**src/rtl/poca_axil_pkg.sv**
```systemverilog
// rtl/poca_axil_pkg.sv - shared constants and helpers for the POCA AXI4-Lite register slave
package poca_axil_pkg;

  localparam logic [1:0]  RESP_OKAY        = 2'b00;
  localparam logic [1:0]  RESP_SLVERR      = 2'b10;
  localparam logic [31:0] ID_VALUE_DEFAULT = 32'hC0CA_0001;

  // Register 0 is the read-only ID word; everything from 1 upwards is read/write.
  localparam int REG_ID_IDX       = 0;
  localparam int REG_FIRST_RW_IDX = 1;

  // Merge new write data into an old word, one byte lane per strobe bit.
  function automatic logic [31:0] apply_wstrb(input logic [31:0] old_word,
                                              input logic [31:0] new_word,
                                              input logic [3:0]  strb);
    logic [31:0] res;
    res = old_word;
    for (int b = 0; b < 4; b++) begin
      if (strb[b]) res[8*b +: 8] = new_word[8*b +: 8];
    end
    return res;
  endfunction

endpackage

```
**src/rtl/poca_axil_reg_slave_if.sv**
```systemverilog
// rtl/poca_axil_reg_slave_if.sv - AXI4-Lite bus bundle with master/slave views
interface poca_axil_reg_slave_if #(
  parameter int ADDR_W = 32
);
  logic [ADDR_W-1:0] awaddr;
  logic [2:0]        awprot;
  logic              awvalid;
  logic              awready;
  logic [31:0]       wdata;
  logic [3:0]        wstrb;
  logic              wvalid;
  logic              wready;
  logic [1:0]        bresp;
  logic              bvalid;
  logic              bready;
  logic [ADDR_W-1:0] araddr;
  logic [2:0]        arprot;
  logic              arvalid;
  logic              arready;
  logic [31:0]       rdata;
  logic [1:0]        rresp;
  logic              rvalid;
  logic              rready;

  modport master (
    output awaddr, awprot, awvalid, wdata, wstrb, wvalid, bready,
    output araddr, arprot, arvalid, rready,
    input  awready, wready, bresp, bvalid, arready, rdata, rresp, rvalid
  );

  modport slave (
    input  awaddr, awprot, awvalid, wdata, wstrb, wvalid, bready,
    input  araddr, arprot, arvalid, rready,
    output awready, wready, bresp, bvalid, arready, rdata, rresp, rvalid
  );
endinterface

```
**src/rtl/poca_axil_wr_capture.sv**
```systemverilog
// rtl/poca_axil_wr_capture.sv - independent AW/W capture, write commit and B response
module poca_axil_wr_capture
  import poca_axil_pkg::*;
#(
  parameter int ADDR_W   = 32,
  parameter int NUM_REGS = 16
) (
  input  logic              clk,
  input  logic              rst_n,
  input  logic              rdy_en,
  input  logic [ADDR_W-1:0] awaddr,
  input  logic              awvalid,
  output logic              awready,
  input  logic [31:0]       wdata,
  input  logic [3:0]        wstrb,
  input  logic              wvalid,
  output logic              wready,
  output logic [1:0]        bresp,
  output logic              bvalid,
  input  logic              bready,
  output logic              commit_en,
  output logic [ADDR_W-3:0] commit_idx,
  output logic [31:0]       commit_data,
  output logic [3:0]        commit_strb,
  output logic              wr_pulse,
  output logic [7:0]        wr_index
);
  localparam int IDX_W = ADDR_W - 2;
  localparam logic [IDX_W-1:0] NUM_REGS_IDX = IDX_W'(NUM_REGS);
  localparam logic [IDX_W-1:0] ID_IDX       = IDX_W'(REG_ID_IDX);

  logic             aw_held;
  logic             w_held;
  logic [IDX_W-1:0] idx_q;
  logic [31:0]      data_q;
  logic [3:0]       strb_q;
  logic             commit;
  logic             in_range;
  logic             writable;
  logic             unused_ok;

  // Byte offset within a word carries no meaning for this bank.
  assign unused_ok = ^awaddr[1:0];

  assign awready  = rdy_en & ~aw_held & ~bvalid;
  assign wready   = rdy_en & ~w_held & ~bvalid;
  assign commit   = aw_held & w_held;
  assign in_range = idx_q < NUM_REGS_IDX;
  assign writable = in_range && (idx_q != ID_IDX);

  assign commit_en   = commit & writable;
  assign commit_idx  = idx_q;
  assign commit_data = data_q;
  assign commit_strb = strb_q;

  // Hold AW and W halves until both are present, then commit and raise the response.
  always_ff @(posedge clk or negedge rst_n) begin
    if (!rst_n) begin
      aw_held  <= 1'b0;
      w_held   <= 1'b0;
      idx_q    <= '0;
      data_q   <= '0;
      strb_q   <= '0;
      bvalid   <= 1'b0;
      bresp    <= RESP_OKAY;
      wr_pulse <= 1'b0;
      wr_index <= '0;
    end else begin
      wr_pulse <= 1'b0;
      if (awvalid && awready) begin
        aw_held <= 1'b1;
        idx_q   <= awaddr[ADDR_W-1:2];
      end
      if (wvalid && wready) begin
        w_held <= 1'b1;
        data_q <= wdata;
        strb_q <= wstrb;
      end
      if (commit) begin
        aw_held  <= 1'b0;
        w_held   <= 1'b0;
        bvalid   <= 1'b1;
        bresp    <= in_range ? RESP_OKAY : RESP_SLVERR;
        wr_pulse <= writable;
        wr_index <= idx_q[7:0];
      end else if (bvalid && bready) begin
        bvalid <= 1'b0;
      end
    end
  end

endmodule

```
**src/rtl/poca_axil_reg_slave.sv**
```systemverilog
// rtl/poca_axil_reg_slave.sv - AXI4-Lite register bank with read-only ID word and write strobe
module poca_axil_reg_slave
  import poca_axil_pkg::*;
#(
  parameter int          ADDR_W   = 32,
  parameter int          DATA_W   = 32,
  parameter int          NUM_REGS = 16,
  parameter logic [31:0] ID_VALUE = ID_VALUE_DEFAULT
) (
  input  logic                     S_AXI_ACLK,
  input  logic                     S_AXI_ARESETN,
  poca_axil_reg_slave_if.slave     axi,
  output logic [NUM_REGS*32-1:0]   regs_o,
  output logic                     wr_pulse_o,
  output logic [7:0]               wr_index_o
);
  localparam int IDX_W = ADDR_W - 2;
  localparam logic [IDX_W-1:0] NUM_REGS_IDX = IDX_W'(NUM_REGS);

  logic              rdy_en;
  logic              commit_en;
  logic [IDX_W-1:0]  commit_idx;
  logic [31:0]       commit_data;
  logic [3:0]        commit_strb;
  logic [DATA_W-1:0] regs_rw   [REG_FIRST_RW_IDX:NUM_REGS-1];
  logic [DATA_W-1:0] regs_view [NUM_REGS];
  logic [IDX_W-1:0]  ar_idx;
  logic              rd_in_range;
  logic [DATA_W-1:0] rd_word;
  logic              unused_ok;

  // Protection bits and byte offsets are accepted but carry no meaning here.
  assign unused_ok = ^{axi.awprot, axi.arprot, axi.araddr[1:0]};

  // READYs stay low until one full clock after reset release.
  always_ff @(posedge S_AXI_ACLK or negedge S_AXI_ARESETN) begin
    if (!S_AXI_ARESETN) rdy_en <= 1'b0;
    else                rdy_en <= 1'b1;
  end

  poca_axil_wr_capture #(
    .ADDR_W   (ADDR_W),
    .NUM_REGS (NUM_REGS)
  ) u_wr_capture (
    .clk         (S_AXI_ACLK),
    .rst_n       (S_AXI_ARESETN),
    .rdy_en      (rdy_en),
    .awaddr      (axi.awaddr),
    .awvalid     (axi.awvalid),
    .awready     (axi.awready),
    .wdata       (axi.wdata),
    .wstrb       (axi.wstrb),
    .wvalid      (axi.wvalid),
    .wready      (axi.wready),
    .bresp       (axi.bresp),
    .bvalid      (axi.bvalid),
    .bready      (axi.bready),
    .commit_en   (commit_en),
    .commit_idx  (commit_idx),
    .commit_data (commit_data),
    .commit_strb (commit_strb),
    .wr_pulse    (wr_pulse_o),
    .wr_index    (wr_index_o)
  );

  // Read/write registers; the ID word is never stored, only reported.
  always_ff @(posedge S_AXI_ACLK or negedge S_AXI_ARESETN) begin
    if (!S_AXI_ARESETN) begin
      for (int i = REG_FIRST_RW_IDX; i < NUM_REGS; i++) regs_rw[i] <= '0;
    end else if (commit_en) begin
      for (int i = REG_FIRST_RW_IDX; i < NUM_REGS; i++) begin
        if (commit_idx == IDX_W'(i)) regs_rw[i] <= apply_wstrb(regs_rw[i], commit_data, commit_strb);
      end
    end
  end

  // Full register view (ID in slot 0) feeding both the read mux and the flat export.
  always_comb begin
    regs_view[REG_ID_IDX] = ID_VALUE;
    for (int i = REG_FIRST_RW_IDX; i < NUM_REGS; i++) regs_view[i] = regs_rw[i];
  end

  // Flatten the register view onto the core-facing bus.
  always_comb begin
    regs_o = '0;
    for (int i = 0; i < NUM_REGS; i++) regs_o[32*i +: 32] = regs_view[i];
  end

  assign ar_idx      = axi.araddr[ADDR_W-1:2];
  assign rd_in_range = ar_idx < NUM_REGS_IDX;

  // Read mux; sees pre-commit register values so a same-edge read returns old data.
  always_comb begin
    rd_word = '0;
    for (int i = 0; i < NUM_REGS; i++) begin
      if (ar_idx == IDX_W'(i)) rd_word = regs_view[i];
    end
  end

  assign axi.arready = rdy_en & ~axi.rvalid;

  // Registered read response, held until the master takes it.
  always_ff @(posedge S_AXI_ACLK or negedge S_AXI_ARESETN) begin
    if (!S_AXI_ARESETN) begin
      axi.rvalid <= 1'b0;
      axi.rdata  <= '0;
      axi.rresp  <= RESP_OKAY;
    end else if (axi.arvalid && axi.arready) begin
      axi.rvalid <= 1'b1;
      axi.rdata  <= rd_in_range ? rd_word : '0;
      axi.rresp  <= rd_in_range ? RESP_OKAY : RESP_SLVERR;
    end else if (axi.rvalid && axi.rready) begin
      axi.rvalid <= 1'b0;
    end
  end

endmodule

```
**src/flat_wrapper.sv**
```systemverilog
// flat-port wrapper written by rule: the top's interface ports become plain ports
module poca_axil_reg_slave_flat import poca_axil_pkg::*;
#(
  parameter int          ADDR_W   = 32,
  parameter int          DATA_W   = 32,
  parameter int          NUM_REGS = 16,
  parameter logic [31:0] ID_VALUE = ID_VALUE_DEFAULT
)
  (S_AXI_ACLK, S_AXI_ARESETN, regs_o, wr_pulse_o, wr_index_o, axi_awaddr, axi_awprot, axi_awvalid, axi_wdata, axi_wstrb, axi_wvalid, axi_bready, axi_araddr, axi_arprot, axi_arvalid, axi_rready, axi_awready, axi_wready, axi_bresp, axi_bvalid, axi_arready, axi_rdata, axi_rresp, axi_rvalid);
  poca_axil_reg_slave_if #(.ADDR_W(ADDR_W)) axi_i ();
  input  logic S_AXI_ACLK;
  input  logic S_AXI_ARESETN;
  output logic [NUM_REGS*32-1:0] regs_o;
  output logic wr_pulse_o;
  output logic [7:0] wr_index_o;
  input wire logic [$bits(axi_i.awaddr)-1:0] axi_awaddr;
  input wire logic [$bits(axi_i.awprot)-1:0] axi_awprot;
  input wire logic [$bits(axi_i.awvalid)-1:0] axi_awvalid;
  input wire logic [$bits(axi_i.wdata)-1:0] axi_wdata;
  input wire logic [$bits(axi_i.wstrb)-1:0] axi_wstrb;
  input wire logic [$bits(axi_i.wvalid)-1:0] axi_wvalid;
  input wire logic [$bits(axi_i.bready)-1:0] axi_bready;
  input wire logic [$bits(axi_i.araddr)-1:0] axi_araddr;
  input wire logic [$bits(axi_i.arprot)-1:0] axi_arprot;
  input wire logic [$bits(axi_i.arvalid)-1:0] axi_arvalid;
  input wire logic [$bits(axi_i.rready)-1:0] axi_rready;
  output wire logic [$bits(axi_i.awready)-1:0] axi_awready;
  output wire logic [$bits(axi_i.wready)-1:0] axi_wready;
  output wire logic [$bits(axi_i.bresp)-1:0] axi_bresp;
  output wire logic [$bits(axi_i.bvalid)-1:0] axi_bvalid;
  output wire logic [$bits(axi_i.arready)-1:0] axi_arready;
  output wire logic [$bits(axi_i.rdata)-1:0] axi_rdata;
  output wire logic [$bits(axi_i.rresp)-1:0] axi_rresp;
  output wire logic [$bits(axi_i.rvalid)-1:0] axi_rvalid;
  assign axi_i.awaddr = axi_awaddr;
  assign axi_i.awprot = axi_awprot;
  assign axi_i.awvalid = axi_awvalid;
  assign axi_i.wdata = axi_wdata;
  assign axi_i.wstrb = axi_wstrb;
  assign axi_i.wvalid = axi_wvalid;
  assign axi_i.bready = axi_bready;
  assign axi_i.araddr = axi_araddr;
  assign axi_i.arprot = axi_arprot;
  assign axi_i.arvalid = axi_arvalid;
  assign axi_i.rready = axi_rready;
  assign axi_awready = axi_i.awready;
  assign axi_wready = axi_i.wready;
  assign axi_bresp = axi_i.bresp;
  assign axi_bvalid = axi_i.bvalid;
  assign axi_arready = axi_i.arready;
  assign axi_rdata = axi_i.rdata;
  assign axi_rresp = axi_i.rresp;
  assign axi_rvalid = axi_i.rvalid;
  poca_axil_reg_slave #(.ADDR_W(ADDR_W), .DATA_W(DATA_W), .NUM_REGS(NUM_REGS), .ID_VALUE(ID_VALUE)) u_core (.S_AXI_ACLK(S_AXI_ACLK), .S_AXI_ARESETN(S_AXI_ARESETN), .axi(axi_i), .regs_o(regs_o), .wr_pulse_o(wr_pulse_o), .wr_index_o(wr_index_o));
endmodule
```
**config.mk**
```make
export PLATFORM = sky130hd
export DESIGN_NAME = poca_axil_reg_slave_flat
export DESIGN_NICKNAME = d
export VERILOG_FILES = /design/src/rtl/poca_axil_pkg.sv /design/src/rtl/poca_axil_reg_slave_if.sv /design/src/rtl/poca_axil_wr_capture.sv /design/src/rtl/poca_axil_reg_slave.sv /design/src/flat_wrapper.sv
export SDC_FILE = /design/constraint.sdc
export NUM_CORES = 1
export LEC_CHECK = 0
export CORE_AREA = 2 2 260 262
export CTS_BUF_LIST = sky130_fd_sc_hd__clkbuf_8
export DETAILED_ROUTE_END_ITERATION = 6
export DIE_AREA = 0 0 262 264
export GPL_TIMING_DRIVEN = 0
export PLACE_DENSITY = 0.68
export SYNTH_ARGS = -nofsm -noshare
export SYNTH_HDL_FRONTEND = slang
export SYNTH_SLANG_ARGS = --single-unit
```
**constraint.sdc**
```tcl
create_clock -name S_AXI_ACLK -period 6.3 [get_ports S_AXI_ACLK]
set_clock_uncertainty 0.15 [all_clocks]
set_input_delay 1.26 -clock S_AXI_ACLK [delete_from_list [all_inputs] [get_ports S_AXI_ACLK]]
set_output_delay 1.26 -clock S_AXI_ACLK [all_outputs]
set_load 0.005 [all_outputs]
```
==> results.txt <==
----------------------------------------------------
[Clock tree]
  Worst-Skew Late Latency ... 0.75 ns
  TritonCTS clock tree ... built
  CTS max path bufs ... 3
  TritonCTS Buffers ... 101
  Library cell used as clock root buffer ... sky130_fd_sc_hd__clkbuf_8
  Quantity of hold-fixing buffers added after cts ... 0
  # clock sinks ... between 500 and 600
  H-tree depth ... 3
  Post-CTS clock slew at the launch and capture registers of the worst setup and hold paths ... approximately 0.060 ns

[Timing]
  Worst slew margin ... -0.0500
  Final period demand of the worst path ... approximately 6.2 ns
  Setup repair after global routing missed its margin ... no
  Worst hold slack across all endpoints ... 0.340 ns
  Final total negative setup slack ... 0 ns
  Fin crit share ... 0.989
  Maximum clock frequency ... roughly 160 MHz
  Slew @ Worst Pin ... between 1.5 and 2 ns
  Final-report max-slew violation count ... 12
  Final Hold Vio Count ... 0
  Final setup violating endpoints ... 0

[Power and ir drop]
  Power density of the placed cells ... around 250 nW/um^2
  Psw ... between 2 and 3 mW
  Maximum vdd ir drop ... 0.243 mV
  Proportion of total power due to net switching ... 0.308
  Sequential cell fraction of total power ... 0.474
  Combinational share of power ... 0.146
  Static leakage ... 16.7 nW
  Internal Power ... 6.43 mW
  Sum of internal, switching and leakage power ... 9.29 mW
  Clock network fraction of design power ... 0.380

[Global routing]
  Top Usage Layer GRT ... met2
  First-pass GRT wire length ... between 150,000 and 200,000 um
  GRT Resource Usage Total ... 0.388
  Initial antenna violation count ... 7
  Residual overflow from global routing ... 0
  Global-route met2 utilization ... 0.605
  Maximum number of pins on one net before global-route repair ... 129
  Global Route met1 Usage ... 0.461
  Via count of the first global-routing pass ... 23,800
  Met3 capacity usage during global routing ... 0.133

[Yosys]
  Post-synth top area cell ... sky130_fd_sc_hd__dfrtp_1
  Sequential fraction of the synthesis area ... 0.552
  Most instantiated flip-flop cell in the synthesis netlist ... sky130_fd_sc_hd__dfrtp_1
  Number of library cell types mapped by synthesis ... 67
  Post-synthesis sequential element count ... 594
  Number of warnings reported in the yosys synthesis log ... 0
  Count of mapped cells out of synthesis ... 2,101
  Proportion of synthesized flip-flops having asynchronous set or reset ... 1.00
  Number of flops mapped to enable cells by yosys ... 0
  Synthesized area per cell ... approximately 13 um^2
  Largest cells by area after synthesis ... sky130_fd_sc_hd__dfrtp_1, sky130_fd_sc_hd__mux2_2, sky130_fd_sc_hd__mux2_1
  Syn Std Cell Area ... 26,900 um^2
  Post-synth top area share ... 0.552

[Worst setup path]
  Worst path arrival time ... 6.69 ns
  Data required time of the critical path ... roughly 6.8 ns
  Maximum fanout along the worst path ... 10
  CP Launch Type ... primary input
  Type of element capturing the critical path ... flop
  Reg2reg path depth ... 7
  Kind of critical path ... in -> reg

[Floorplanning]
  Placeable core region ... around 67,000 um^2
  Count of boundary I/O pins ... 675
  Horizontal extent of the die ... 262 um
  Die Outline Area ... 69,200 um^2
  Die Span Y ... between 200 and 300 um
  Initial core utilization ... 0.404
  Standard-cell rows ... 95

[Placed design]
  Total of buffers placed on input and output ports ... 630
  Routability congestion estimate ... 0.954
  HPWL after detailed placement ... ~100,000 um
  Total instance count after detailed placement ... 3,648

[Layout]
  Layout-stage area growth over the synthesis result ... 36.4%
  Layout cells sized above 1 ... 0.266
  Most common library cell in the layout ignoring fill and taps ... sky130_fd_sc_hd__clkdlybuf4s50_1
  Most frequent cells in the layout ... sky130_fd_sc_hd__clkdlybuf4s50_1, sky130_fd_sc_hd__dfrtp_1, sky130_fd_sc_hd__mux2_2, sky130_fd_sc_hd__clkbuf_8, sky130_fd_sc_hd__clkbuf_1
  Fill cell count ... 5,716
  Non-Filler Instances ... 3,828
  Final nets ... 2,992

[Drt]
  Antenna viol nets, final ... 0
  Initial DRT Pass Iterations ... 6
  Vias after detailed routing ... 23,700
  Vias/cell ... 6.19
  DRC violation count after routing ... 0
  1st-iter DRT viols ... 2,715
  Final WL ... roughly 140,000 um
  Average routed wire per standard cell ... 35.5 um

[Hold path]
  Number of cells on the worst hold path ... 2
  Type of the worst min-delay path ... reg -> reg

[Outcome]
  Violated checks ... capacitance limit, slew limit
  Result of the run ... finished with violations

[Run]
  Max cap viols ... 3

----------------------------------------------------
[flip-flops by register name (all words and copies together), names as in the netlist, 4 cells and up]
| name | flops |
|---|---|
| u_core.regs_o | 480 |
| u_core.axi.rdata | 32 |
| u_core.u_wr_capture.commit_data | 32 |
| u_core.u_wr_capture.commit_idx | 30 |
| u_core.u_wr_capture.wr_index | 8 |
| u_core.u_wr_capture.commit_strb | 4 |
[worst max-delay path, cell delays in order]
cell,delay (ns)
sky130_fd_sc_hd__clkdlybuf4s50_1,0.40
sky130_fd_sc_hd__nor4_1,0.95
sky130_fd_sc_hd__nand4_1,0.69
sky130_fd_sc_hd__clkbuf_1,0.44
sky130_fd_sc_hd__nor3_2,1.22
sky130_fd_sc_hd__nand2_1,0.97
sky130_fd_sc_hd__o22ai_1,0.45
sky130_fd_sc_hd__nor4_1,0.08
sky130_fd_sc_hd__a21o_1,0.21
[kinds of logic (layout without fill, tap and decap cells)]
logic type,Yosys count,in the layout,synth area share
muxes,580,580,0.243
AOI/OAI and AO/OA,413,413,0.111
other,2,39,0.000279
and+or+nand+nor,330,330,0.0618
DFF,594,594,0.552
buffers and inverters,182,999,0.0315
[worst paths after layout]
check                                                 startpoint                          endpoint  slack (ns)
worst min register to register  u_core.axi.rdata[16]$_DFFE_PN0P_  u_core.axi.rdata[16]$_DFFE_PN0P_        0.34
worst min-delay path            u_core.axi.rdata[16]$_DFFE_PN0P_  u_core.axi.rdata[16]$_DFFE_PN0P_        0.34
worst max-delay path                              axi_araddr[13]  u_core.axi.rdata[23]$_DFFE_PN0P_        0.07
worst max register to register     u_core.axi.rvalid$_DFFE_PN0P_  u_core.axi.rdata[23]$_DFFE_PN0P_        2.17
min in group asynchronous                          S_AXI_ARESETN  u_core.axi.rdata[13]$_DFFE_PN0P_        0.44
max in group asynchronous                          S_AXI_ARESETN    u_core.regs_o[368]$_DFFE_PN0P_        3.83
[through the flow]
stage	utilization	setup WS, ns	cell area (um^2)
after global routing	0.551	0.0493	36700
after CTS	0.551	0.141	36700
after floorplan	-	2.64	27000
after detailed placement	0.521	-0.610	34600
after global placement	0.517	-22.02	34400
final	0.551	0.0705	36700
[final cells by class]
class,count,area (um^2),share of cell area
sequential,594,14900,0.405
clock inverter,53,325,0.00887
buffer,173,821,0.0224
clock buffer,122,1680,0.0458
antenna,4,10.0,0.000273
timing repair buffer,642,6500,0.177
multi-input combinational,1358,11400,0.310
tap,873,1090,0.0298
inverter,9,33.8,0.000921
[synthesized netlist by cell type (4+ instances only)]
library cell	number
sky130_fd_sc_hd__and2_1	7
sky130_fd_sc_hd__mux2i_1	13
sky130_fd_sc_hd__nor2_1	77
sky130_fd_sc_hd__a31oi_1	17
sky130_fd_sc_hd__a21o_1	11
sky130_fd_sc_hd__or3_1	5
sky130_fd_sc_hd__or4_1	4
sky130_fd_sc_hd__dfrtp_1	594
sky130_fd_sc_hd__inv_1	9
sky130_fd_sc_hd__clkbuf_1	120
sky130_fd_sc_hd__a221oi_1	48
sky130_fd_sc_hd__a211o_1	13
sky130_fd_sc_hd__o221ai_1	23
sky130_fd_sc_hd__nand2_1	84
sky130_fd_sc_hd__buf_2	6
sky130_fd_sc_hd__a22o_1	19
sky130_fd_sc_hd__nand2_2	40
sky130_fd_sc_hd__or2_2	6
sky130_fd_sc_hd__nor3_1	24
sky130_fd_sc_hd__nor2b_1	8
sky130_fd_sc_hd__o21a_1	5
sky130_fd_sc_hd__nand2b_1	11
sky130_fd_sc_hd__mux2_1	41
sky130_fd_sc_hd__a22oi_1	49
sky130_fd_sc_hd__buf_6	4
sky130_fd_sc_hd__o211ai_1	22
sky130_fd_sc_hd__nand3_1	7
sky130_fd_sc_hd__o21ai_0	66
sky130_fd_sc_hd__a21oi_1	50
sky130_fd_sc_hd__nand4_1	9
sky130_fd_sc_hd__a222oi_1	5
sky130_fd_sc_hd__buf_4	34
sky130_fd_sc_hd__nor4_1	26
sky130_fd_sc_hd__mux2_2	524
sky130_fd_sc_hd__a2bb2oi_1	15
sky130_fd_sc_hd__o22ai_1	22
sky130_fd_sc_hd__a221o_1	8
sky130_fd_sc_hd__buf_1	9
sky130_fd_sc_hd__and3_1	9
sky130_fd_sc_hd__a211oi_1	14
[repair_timing]
item	4_1_cts	5_1_grt
buffers inserted	0	0
gates resized for setup	0	3
setup endpoints to repair	0	9
endpoints found under the hold margin	0	0
[power groups by stage]
| stage | logic (mW) | clock network, mW | registers (mW) |
|---|---|---|---|
| floorplan | 0.718 | 0 | 4.32 |
| CTS | 1.34 | 3.54 | 4.39 |
| finish | 1.36 | 3.53 | 4.41 |
| detailed placement | 1.33 | 0 | 4.45 |
| global route | 1.45 | 3.73 | 4.43 |
| global placement | 1.29 | 0 | 4.45 |
[metal layers]
metal	up-vias	wire length [um]
li1	9392	-
met1	12100	48400
met2	1744	61900
met3	451	15700
met4	2	9920
met5	-	12
No activity file was read; power rests on OpenSTA's default activity.
